--- src/rtl/delay_timer_pkg.sv ---
// Shared types for the multi-channel delay timer.
//   mode_e  : per-channel operating mode, encoded as on the mode input bus
//   state_e : per-channel FSM state
package delay_timer_pkg;

    typedef enum logic [1:0] {
        MODE_ONESHOT = 2'b00,
        MODE_DLY_OP  = 2'b01,
        MODE_DLY_REL = 2'b10,
        MODE_DUAL    = 2'b11
    } mode_e;

    typedef enum logic [1:0] {
        IDLE,
        OP_WAIT,
        ACTIVE,
        REL_WAIT
    } state_e;

    // States in which the channel counter advances.
    function automatic logic is_counting(input state_e st, input mode_e md);
        return (st == OP_WAIT) || (st == REL_WAIT) ||
               ((st == ACTIVE) && (md == MODE_ONESHOT));
    endfunction

endpackage

--- src/rtl/delay_timer_ch.sv ---
// One delay-timer channel: 2-flop trigger synchroniser, edge detect,
// mode/delay latches, saturating counter and 4-state FSM.
// Ports:
//   clk, rst_n   : clock, asynchronous active-low reset
//   trigger_in   : asynchronous trigger
//   ch_en        : synchronous enable, low forces IDLE
//   mode         : operating mode (latched on trigger rise)
//   delay_cfg    : delay / pulse width in cycles (latched on rise and fall)
//   delay_out_n  : active-low output, low exactly while in ACTIVE
//   busy         : high while the FSM is not IDLE
//   done         : 1-cycle pulse in the first cycle after a counter expiry
module delay_timer_ch
    import delay_timer_pkg::*;
#(
    parameter int unsigned CNT_WIDTH = 8,
    parameter bit          RETRIGGER = 1'b0
) (
    input  logic                 clk,
    input  logic                 rst_n,
    input  logic                 trigger_in,
    input  logic                 ch_en,
    input  logic [1:0]           mode,
    input  logic [CNT_WIDTH-1:0] delay_cfg,
    output logic                 delay_out_n,
    output logic                 busy,
    output logic                 done
);

    logic                 sync_q, trig_s, trig_p;
    logic                 rise, fall;
    mode_e                mode_q, mode_use;
    logic [CNT_WIDTH-1:0] dly_q, dly_use, cnt_q;
    state_e               state_q, state_d;
    logic                 done_d, restart, expire, cnt_clr;

    always_ff @(posedge clk or negedge rst_n) begin
        if (!rst_n) begin
            sync_q <= 1'b0;
            trig_s <= 1'b0;
            trig_p <= 1'b0;
        end else begin
            sync_q <= trigger_in;
            trig_s <= sync_q;
            trig_p <= trig_s;
        end
    end

    assign rise = trig_s & ~trig_p;
    assign fall = ~trig_s & trig_p;

    // Decisions taken on an edge use the value being latched by that edge.
    assign mode_use = rise ? mode_e'(mode) : mode_q;
    assign dly_use  = (rise | fall) ? delay_cfg : dly_q;

    always_ff @(posedge clk or negedge rst_n) begin
        if (!rst_n) begin
            mode_q <= MODE_ONESHOT;
            dly_q  <= '0;
        end else begin
            if (rise) mode_q <= mode_e'(mode);
            if (rise | fall) dly_q <= delay_cfg;
        end
    end

    // ">=" rather than "==" keeps expiry reachable if the latched delay
    // shrinks below the running count.
    assign expire = (dly_q == '0) || (cnt_q >= (dly_q - CNT_WIDTH'(1)));

    always_comb begin
        state_d = state_q;
        done_d  = 1'b0;
        restart = 1'b0;
        if (!ch_en) begin
            state_d = IDLE;
        end else begin
            unique case (state_q)
                IDLE: begin
                    if (rise) begin
                        unique case (mode_use)
                            MODE_ONESHOT: if (dly_use != '0) state_d = ACTIVE;
                            MODE_DLY_REL: state_d = ACTIVE;
                            default:      state_d = (dly_use == '0) ? ACTIVE : OP_WAIT;
                        endcase
                    end
                end
                OP_WAIT: begin
                    if (fall) begin
                        state_d = IDLE;
                    end else if (expire) begin
                        state_d = ACTIVE;
                        done_d  = 1'b1;
                    end
                end
                ACTIVE: begin
                    if (mode_q == MODE_ONESHOT) begin
                        if (rise && RETRIGGER) begin
                            if (dly_use == '0) state_d = IDLE;
                            else               restart = 1'b1;
                        end else if (expire) begin
                            state_d = IDLE;
                            done_d  = 1'b1;
                        end
                    end else if (fall) begin
                        if ((mode_q == MODE_DLY_OP) || (dly_use == '0)) state_d = IDLE;
                        else                                            state_d = REL_WAIT;
                    end
                end
                REL_WAIT: begin
                    if (rise) begin
                        state_d = ACTIVE;
                    end else if (expire) begin
                        state_d = IDLE;
                        done_d  = 1'b1;
                    end
                end
                default: state_d = IDLE;
            endcase
        end
    end

    assign cnt_clr = (state_d != state_q) || restart;

    always_ff @(posedge clk or negedge rst_n) begin
        if (!rst_n) begin
            state_q     <= IDLE;
            cnt_q       <= '0;
            delay_out_n <= 1'b1;
            busy        <= 1'b0;
            done        <= 1'b0;
        end else begin
            state_q <= state_d;
            if (cnt_clr)
                cnt_q <= '0;
            else if (is_counting(state_q, mode_q) && (cnt_q != '1))
                cnt_q <= cnt_q + CNT_WIDTH'(1);
            // Outputs registered from next state so they coincide with it.
            delay_out_n <= (state_d != ACTIVE);
            busy        <= (state_d != IDLE);
            done        <= done_d;
        end
    end

endmodule

--- src/rtl/delay_timer_mc.sv ---
// Multi-channel programmable delay timer: NUM_CH independent channels.
// Ports:
//   clk, rst_n   : clock, asynchronous active-low reset
//   trigger_in   : per-channel asynchronous triggers
//   ch_en        : per-channel synchronous enables
//   mode         : 2 bits per channel, channel i at [2i+1:2i]
//   delay_cfg    : CNT_WIDTH bits per channel, channel i at [i*CNT_WIDTH +: CNT_WIDTH]
//   delay_out_n  : per-channel active-low outputs
//   busy         : per-channel FSM-not-idle flags
//   done         : per-channel expiry pulses
module delay_timer_mc
    import delay_timer_pkg::*;
#(
    parameter int unsigned NUM_CH    = 4,
    parameter int unsigned CNT_WIDTH = 8,
    parameter bit          RETRIGGER = 1'b0
) (
    input  logic                        clk,
    input  logic                        rst_n,
    input  logic [NUM_CH-1:0]           trigger_in,
    input  logic [NUM_CH-1:0]           ch_en,
    input  logic [2*NUM_CH-1:0]         mode,
    input  logic [NUM_CH*CNT_WIDTH-1:0] delay_cfg,
    output logic [NUM_CH-1:0]           delay_out_n,
    output logic [NUM_CH-1:0]           busy,
    output logic [NUM_CH-1:0]           done
);

    for (genvar i = 0; i < NUM_CH; i++) begin : g_ch
        delay_timer_ch #(
            .CNT_WIDTH (CNT_WIDTH),
            .RETRIGGER (RETRIGGER)
        ) u_ch (
            .clk         (clk),
            .rst_n       (rst_n),
            .trigger_in  (trigger_in[i]),
            .ch_en       (ch_en[i]),
            .mode        (mode[2*i +: 2]),
            .delay_cfg   (delay_cfg[i*CNT_WIDTH +: CNT_WIDTH]),
            .delay_out_n (delay_out_n[i]),
            .busy        (busy[i]),
            .done        (done[i])
        );
    end

endmodule

--- config.mk ---
export PLATFORM = sky130hd
export DESIGN_NAME = delay_timer_mc
export DESIGN_NICKNAME = d
export VERILOG_FILES = /design/src/rtl/delay_timer_pkg.sv /design/src/rtl/delay_timer_ch.sv /design/src/rtl/delay_timer_mc.sv
export SDC_FILE = /design/constraint.sdc
export NUM_CORES = 1
export LEC_CHECK = 0
export BUFFER_PORTS_ARGS = -buffer_cell sky130_fd_sc_hd__buf_4
export CORE_MARGIN = 5
export CORE_UTILIZATION = 65
export CTS_BUF_LIST = sky130_fd_sc_hd__clkbuf_4 sky130_fd_sc_hd__clkbuf_8 sky130_fd_sc_hd__clkbuf_16
export DETAILED_ROUTE_END_ITERATION = 10
export HOLD_SLACK_MARGIN = 0.12
export PLACE_DENSITY = 0.85
export SETUP_SLACK_MARGIN = 0.15
export SLEW_MARGIN = 20
export SYNTH_ARGS = -nofsm -noshare
export SYNTH_HDL_FRONTEND = slang
export SYNTH_SLANG_ARGS = --single-unit
--- constraint.sdc ---
create_clock -name clk -period 8.5 [get_ports clk]
set_input_delay 1.7 -clock clk [delete_from_list [all_inputs] [get_ports clk]]
set_output_delay 1.7 -clock clk [all_outputs]
set_load 0.01 [all_outputs]
Word-level counts from Yosys, hierarchy flattened:

Cells that the tools add are included.

* register bits after elaboration: 104
* input bits: 50
* output and inout port bits: 12
* word-level logic and storage cells: 252

* add/subtract/negate cells: 8
* order comparisons: 4
* eq/ne operators: 32
* mux-type cells: 92
* bitwise gates (word level): 20
* reductions and logical operators: 56

Operators by type and width (count)
* $mux 2: 48
* $mux 8: 12
* $logic_not 8->1: 8
* $add 8x1->8 const B: 4
* $ge 8x8->1: 4
* $ne 8x8->1 const B: 4
* $pmux 2 s4: 4
* $reduce_bool 8->1: 4
* $sub 8x1->8 const B: 4
* $eq 2x2->1 const B: 12
* $logic_not 2->1: 12
* $mux 1: 20
* $eq 2x1->1 const B: 8
* $logic_or 1x1->1: 16
* $pmux 2 s2: 4
* $reduce_bool 2->1: 8
* $pmux 1 s3: 4
* $and 1x1->1: 8
* $logic_and 1x1->1: 8
* $ne 2x2->1: 4
* $ne 2x2->1 const B: 4
* $not 1->1: 8
* $or 1x1->1: 4

Longest topological paths before layout:

* depth after elaboration: 13
* mapped depth: 12

By module:

From an unflattened synthesis, not the netlist that was laid out.

* cells, all modules: 690
* area, all modules: 6998.0 µm²

Modules (own cells, without submodules)
* delay_timer_ch (g_ch[2].u_ch ...): times used 2, cells an instance 178, area an instance 1775.5 µm², seq. area each 651.9 µm²
* delay_timer_ch (g_ch[1].u_ch): times used 1, cells an instance 183, area an instance 1790.5 µm², seq. area each 651.9 µm²
* delay_timer_ch (g_ch[0].u_ch): times used 1, cells an instance 151, area an instance 1656.6 µm², seq. area each 651.9 µm²

Least setup slack after synthesis:

No wires, ideal clock.

* path type: input to register
* start: in delay_cfg[27]
* end: reg g_ch[3].u_ch.cnt_q[0]
* arrival: 3.508 ns
* data required time: 8.370 ns
* slack: 4.862 ns
* cell stages on the path: 7
* cells stage by stage: or4_1 -> or4_4 -> and4_4 -> a311oi_2 -> o211ai_2 -> o2111ai_4 -> nor2_1

* longest elaborated chain between the ends: 10
* elaborated cells on any way between the ends: 16
* classes of those cells: eq/ne (1); mux (11); reduce/logical (4)

Ends and longest elaborated chain
* from (decl): RTL line delay_timer_mc.sv:23 `input logic [NUM_CH*CNT_WIDTH-1:0] delay_cfg,`
* $mux 8 *
* $logic_not 8->1: RTL line delay_timer_ch.sv:82, delay_timer_ch.sv:104
* $logic_or 1x1->1: RTL line delay_timer_ch.sv:104 `if ((mode_q == MODE_DLY_OP) || (dly_use == '0)) state_d = IDLE;`
* $mux 2: RTL line delay_timer_ch.sv:104
* $mux 2: RTL line delay_timer_ch.sv:103 `end else if (fall) begin`
* $mux 2: RTL line delay_timer_ch.sv:95 `if (mode_q == MODE_ONESHOT) begin`
* $pmux 2 s4 *: RTL line delay_timer_ch.sv:76 `unique case (state_q)`
* $mux 2 *: RTL line delay_timer_ch.sv:73 `if (!ch_en) begin`
* $ne 2x2->1 *: RTL line delay_timer_ch.sv:121 `assign cnt_clr = (state_d != state_q) || restart;`
* $mux 8 / $reduce_bool 2->1 (equally long branches)
* to (signal assigned): RTL line delay_timer_ch.sv:135 `cnt_q <= cnt_q + CNT_WIDTH'(1);`
* to (decl): RTL line delay_timer_ch.sv:32 `logic [CNT_WIDTH-1:0] dly_q, dly_use, cnt_q;`

Mark *: on every way between the ends. The rest lies on a longest branch, timed or not.
A chain may end at the register's enable or synchronous reset.

Worst setup path in the final report:

* start: in delay_cfg[9]
* end: reg g_ch[1].u_ch.cnt_q[5]

* longest elaborated chain between the ends: 10
* elaborated cells on any way between the ends: 16
* classes of those cells: eq/ne (1); mux (11); reduce/logical (4)

Ends and longest elaborated chain (RTL line)
* $mux 8 *
* $logic_not 8->1: delay_timer_ch.sv:82, delay_timer_ch.sv:104
* $logic_or 1x1->1: delay_timer_ch.sv:104
* $mux 2: delay_timer_ch.sv:104
* $mux 2: delay_timer_ch.sv:103
* $mux 2: delay_timer_ch.sv:95
* $pmux 2 s4 *: delay_timer_ch.sv:76
* $mux 2 *: delay_timer_ch.sv:73
* $ne 2x2->1 *: delay_timer_ch.sv:121
* $mux 8 / $reduce_bool 2->1 (equally long branches)
* to (signal assigned): delay_timer_ch.sv:135
* to (decl): delay_timer_ch.sv:32

Marked as above.

==> qor.yml <==
synthFlopType: "dfrtp_1"
rows: 36
grt_pass1_vias: 4936
yosys.cell_types.count: 69
seqPwrFrac: 0.498
fp.dieW_um: 109.2
yosys.area.top_type_share: 0.3912
p_sw_mw: 0.4299
layout_setup_ws_ps: 4924
p_leak_nw: 3.195
finalHoldViolCount: 0
grt_max_degree: 80
ys_ff_latch: 104
yosysSeqAreaShare: 0.4077
required_ps: 8750
ctsHoldBuffers: 0
ir_worst_vdd_mv: 0.1463
track_usage: 0.2276
pre_cts_ws_ps: 4521
io_buffers: 61
p_int_mw: 0.8334
power_per_cell_area_nw_per_um2: 179.3
clk_latency_ps: 380
synth_top_family_by_area: "simple AND/OR/NAND/NOR gates"
crit_path_top_delay_cell: "mux2i_1"
route.detailed.drc: 0
rsz0062_at_grt: "false"
yosysTopAreaCell: "dfrtp_1"
timing.rr.end: "g_ch[0].u_ch.cnt_q[7]"
yosysWarnings: 0
dp_hpwl_um: 9645
ant_nets: 0
synthCells: 646
worstPathMaxFanout: 8
synth-edff-count: 0
drive_gt1_frac: 0.1886
synthToLayoutAreaGrowth_pct: 10.15
first_iter_violations: 211
switching_share: 0.3403
clock-root-buffer: "clkbuf_8"
setup_violations: 0
slew_viol_final: 0
post-route-util: 0.7275
synth_area_leaders: "dfrtp_1 (39%), ha_1 (10%), mux2_2 (6.3%)"
clkTransAtPathRegs_ps: 100
clock.fmax_mhz: 279.7
die-height_um: 109.2
crit_start: "delay_cfg[9]"
critPathTopFamily: "compound AO/OA/AOI/OAI gates"
crit_end: "g_ch[1].u_ch.cnt_q[5]"
die_area_um2: 11920
synth-simple-area-share: 0.1708
worst-path-buf-inv: 1
postCtsSetupRepairBufs: 0
numCtsBuffers: 9
pwr-share-clk: 0.223
status: "complete, no violations"
post-route-min-period_ps: 3576
crit_type: "input port to flop"
syn_nets: 748
cp.depth: 8
cts_tree: "built"
setup_tns_ps: 0
clock_path_buffers: 2
rr_worst_depth: 11
antenna_found_initial: 0
h-tree-depth: 3
core_area_um2: 9684
viasPerCell: 5.849
firstDrtPassIters: 4
slowest_delay_ps: 610
cts_sinks: 104
combPwrFrac: 0.280
nNetsFinal: 798
ff2ff_setup_slack_ps: 4990
yosysMostFrequentCell: "dfrtp_1"
cp-start-kind: "input port"
arrival_ps: 3820
synth_fa_ha_area_frac: 0.1017
grt_pass1_wl_um: 21900
tightest_slew_ps: 947.0
cts_resized: 0
synth_compound_area_frac: 0.1234
syn_avg_cell_area_um2: 9.901
post-route-period-util: 0.4207
worst_clock_skew_ps: 12.20
via_count: 4872
synthTopCellsByCount: "dfrtp_1 (100), nor2_1 (79), ha_1 (52)"
hp-class: "flop to flop"
path_cells: "buf_4, nor4_1, nand3b_1, a211o_1, a311o_1, o311ai_2, mux2i_1, nor2_1"
wirelength_um: 12520
synthMuxAreaShare: 0.07746
ys_async_sr_fraction: 1.000
overflow: 0
start_util: 0.6605
place_congestion: 0.8868
cap_violations: 0
pin_count: 62
relSlewSlack: 0.3687
wl_per_cell_um: 15.03
synthXorXnorAreaFrac: 0.07121
fillCellCount: 712
diodes: 0
critical_path.endpoint_type: "flop"
whs_ps: 361.5
netlist_area_um2: 6396
regToRegStartpoint: "g_ch[0].u_ch.dly_q[2]"
[per-layer routing]
metal / share of wire / track usage / wire length [um] / vias to the layer above
li1: - / - / - / 2386
met1: 0.43 / 0.2815 / 5351 / 2337
met2: 0.51 / 0.3921 / 6352 / 127
met3: 0.048 / 0.05269 / 600 / 22
met5: 0 / 0 / 0 / -
met4: 0.017 / 0.07747 / 218 / 0
[power groups by stage]
stage,clock [mW],sequential [mW],combinational (mW)
global placement,0,0.633,0.333
floorplan,0,0.609,0.278
global route,0.310,0.640,0.402
finish,0.281,0.629,0.353
detailed placement,0,0.637,0.354
CTS,0.290,0.628,0.356
[placed cells by master, fill, tap and decap left out, types with 8 or more instances in the layout]
cell,Yosys,routed
nor3_1,17,17
buf_4,13,62
dfrtp_1,100,100
nand4_1,14,14
xor2_1,22,22
xnor2_1,30,30
mux2i_1,9,9
a31oi_1,8,8
clkbuf_8,1,9
mux2_2,36,36
nand2_1,34,34
nand3_1,27,27
nor2_1,79,79
inv_1,40,40
a21oi_1,29,29
o21ai_0,22,22
ha_1,52,52
[final cells by class]
| type | count | area (um^2) | share of cell area |
|---|---|---|---|
| clock buffer | 10 | 131.4 | 0.01865 |
| multi-input combinational | 479 | 3483 | 0.4944 |
| timing repair buffer | 62 | 465.4 | 0.06606 |
| clock inverter | 5 | 41.29 | 0.005860 |
| inverter | 40 | 150.1 | 0.02131 |
| tap | 133 | 166.4 | 0.02362 |
| sequential | 104 | 2608 | 0.3701 |
[how the worst min path moves through the flow]
stage	depth (start not counted)	slack, ps	to	from
floorplan	0	330	g_ch[0].u_ch.trig_s	g_ch[0].u_ch.sync_q
global placement	0	330	g_ch[2].u_ch.trig_s	g_ch[2].u_ch.sync_q
finish	0	360	g_ch[0].u_ch.trig_s	g_ch[0].u_ch.sync_q
global route	0	390	g_ch[1].u_ch.trig_s	g_ch[1].u_ch.sync_q
detailed placement	0	340	g_ch[0].u_ch.trig_s	g_ch[0].u_ch.sync_q
CTS	0	370	g_ch[0].u_ch.trig_s	g_ch[0].u_ch.sync_q
[cell families after synthesis]
logic type               count (synthesis)
AO/OA/AOI/OAI                          112
XOR/XNOR                                52
adder cells (fa/ha/maj)                 52
buffers and inverters                   63
flip-flops                             104
multiplexers                            45
AND/OR/NAND/NOR                        218
[sequential cells by signal, indices dropped and copies added, names as in the netlist]
register,flops
g_ch.u_ch.dly_q,32
g_ch.u_ch.mode_q,8
g_ch.u_ch.sync_q,4
g_ch.u_ch.state_q,8
g_ch.u_ch.cnt_q,32
g_ch.u_ch.delay_out_n,4
g_ch.u_ch.done,4
g_ch.u_ch.trig_p,4
g_ch.u_ch.trig_s,4
g_ch.u_ch.busy,4
[metrics by stage]
stage / std cells / instance area (um^2) / power [mW]
after floorplan: 646 / 6396 / 0.8876
after global placement: 818 / 6873 / 0.9665
after global routing: 833 / 7046 / 1.352
after detailed placement: 818 / 6873 / 0.9907
after CTS: 833 / 7046 / 1.274
final: 833 / 7046 / 1.263
(Power assumes the default switching activity.)
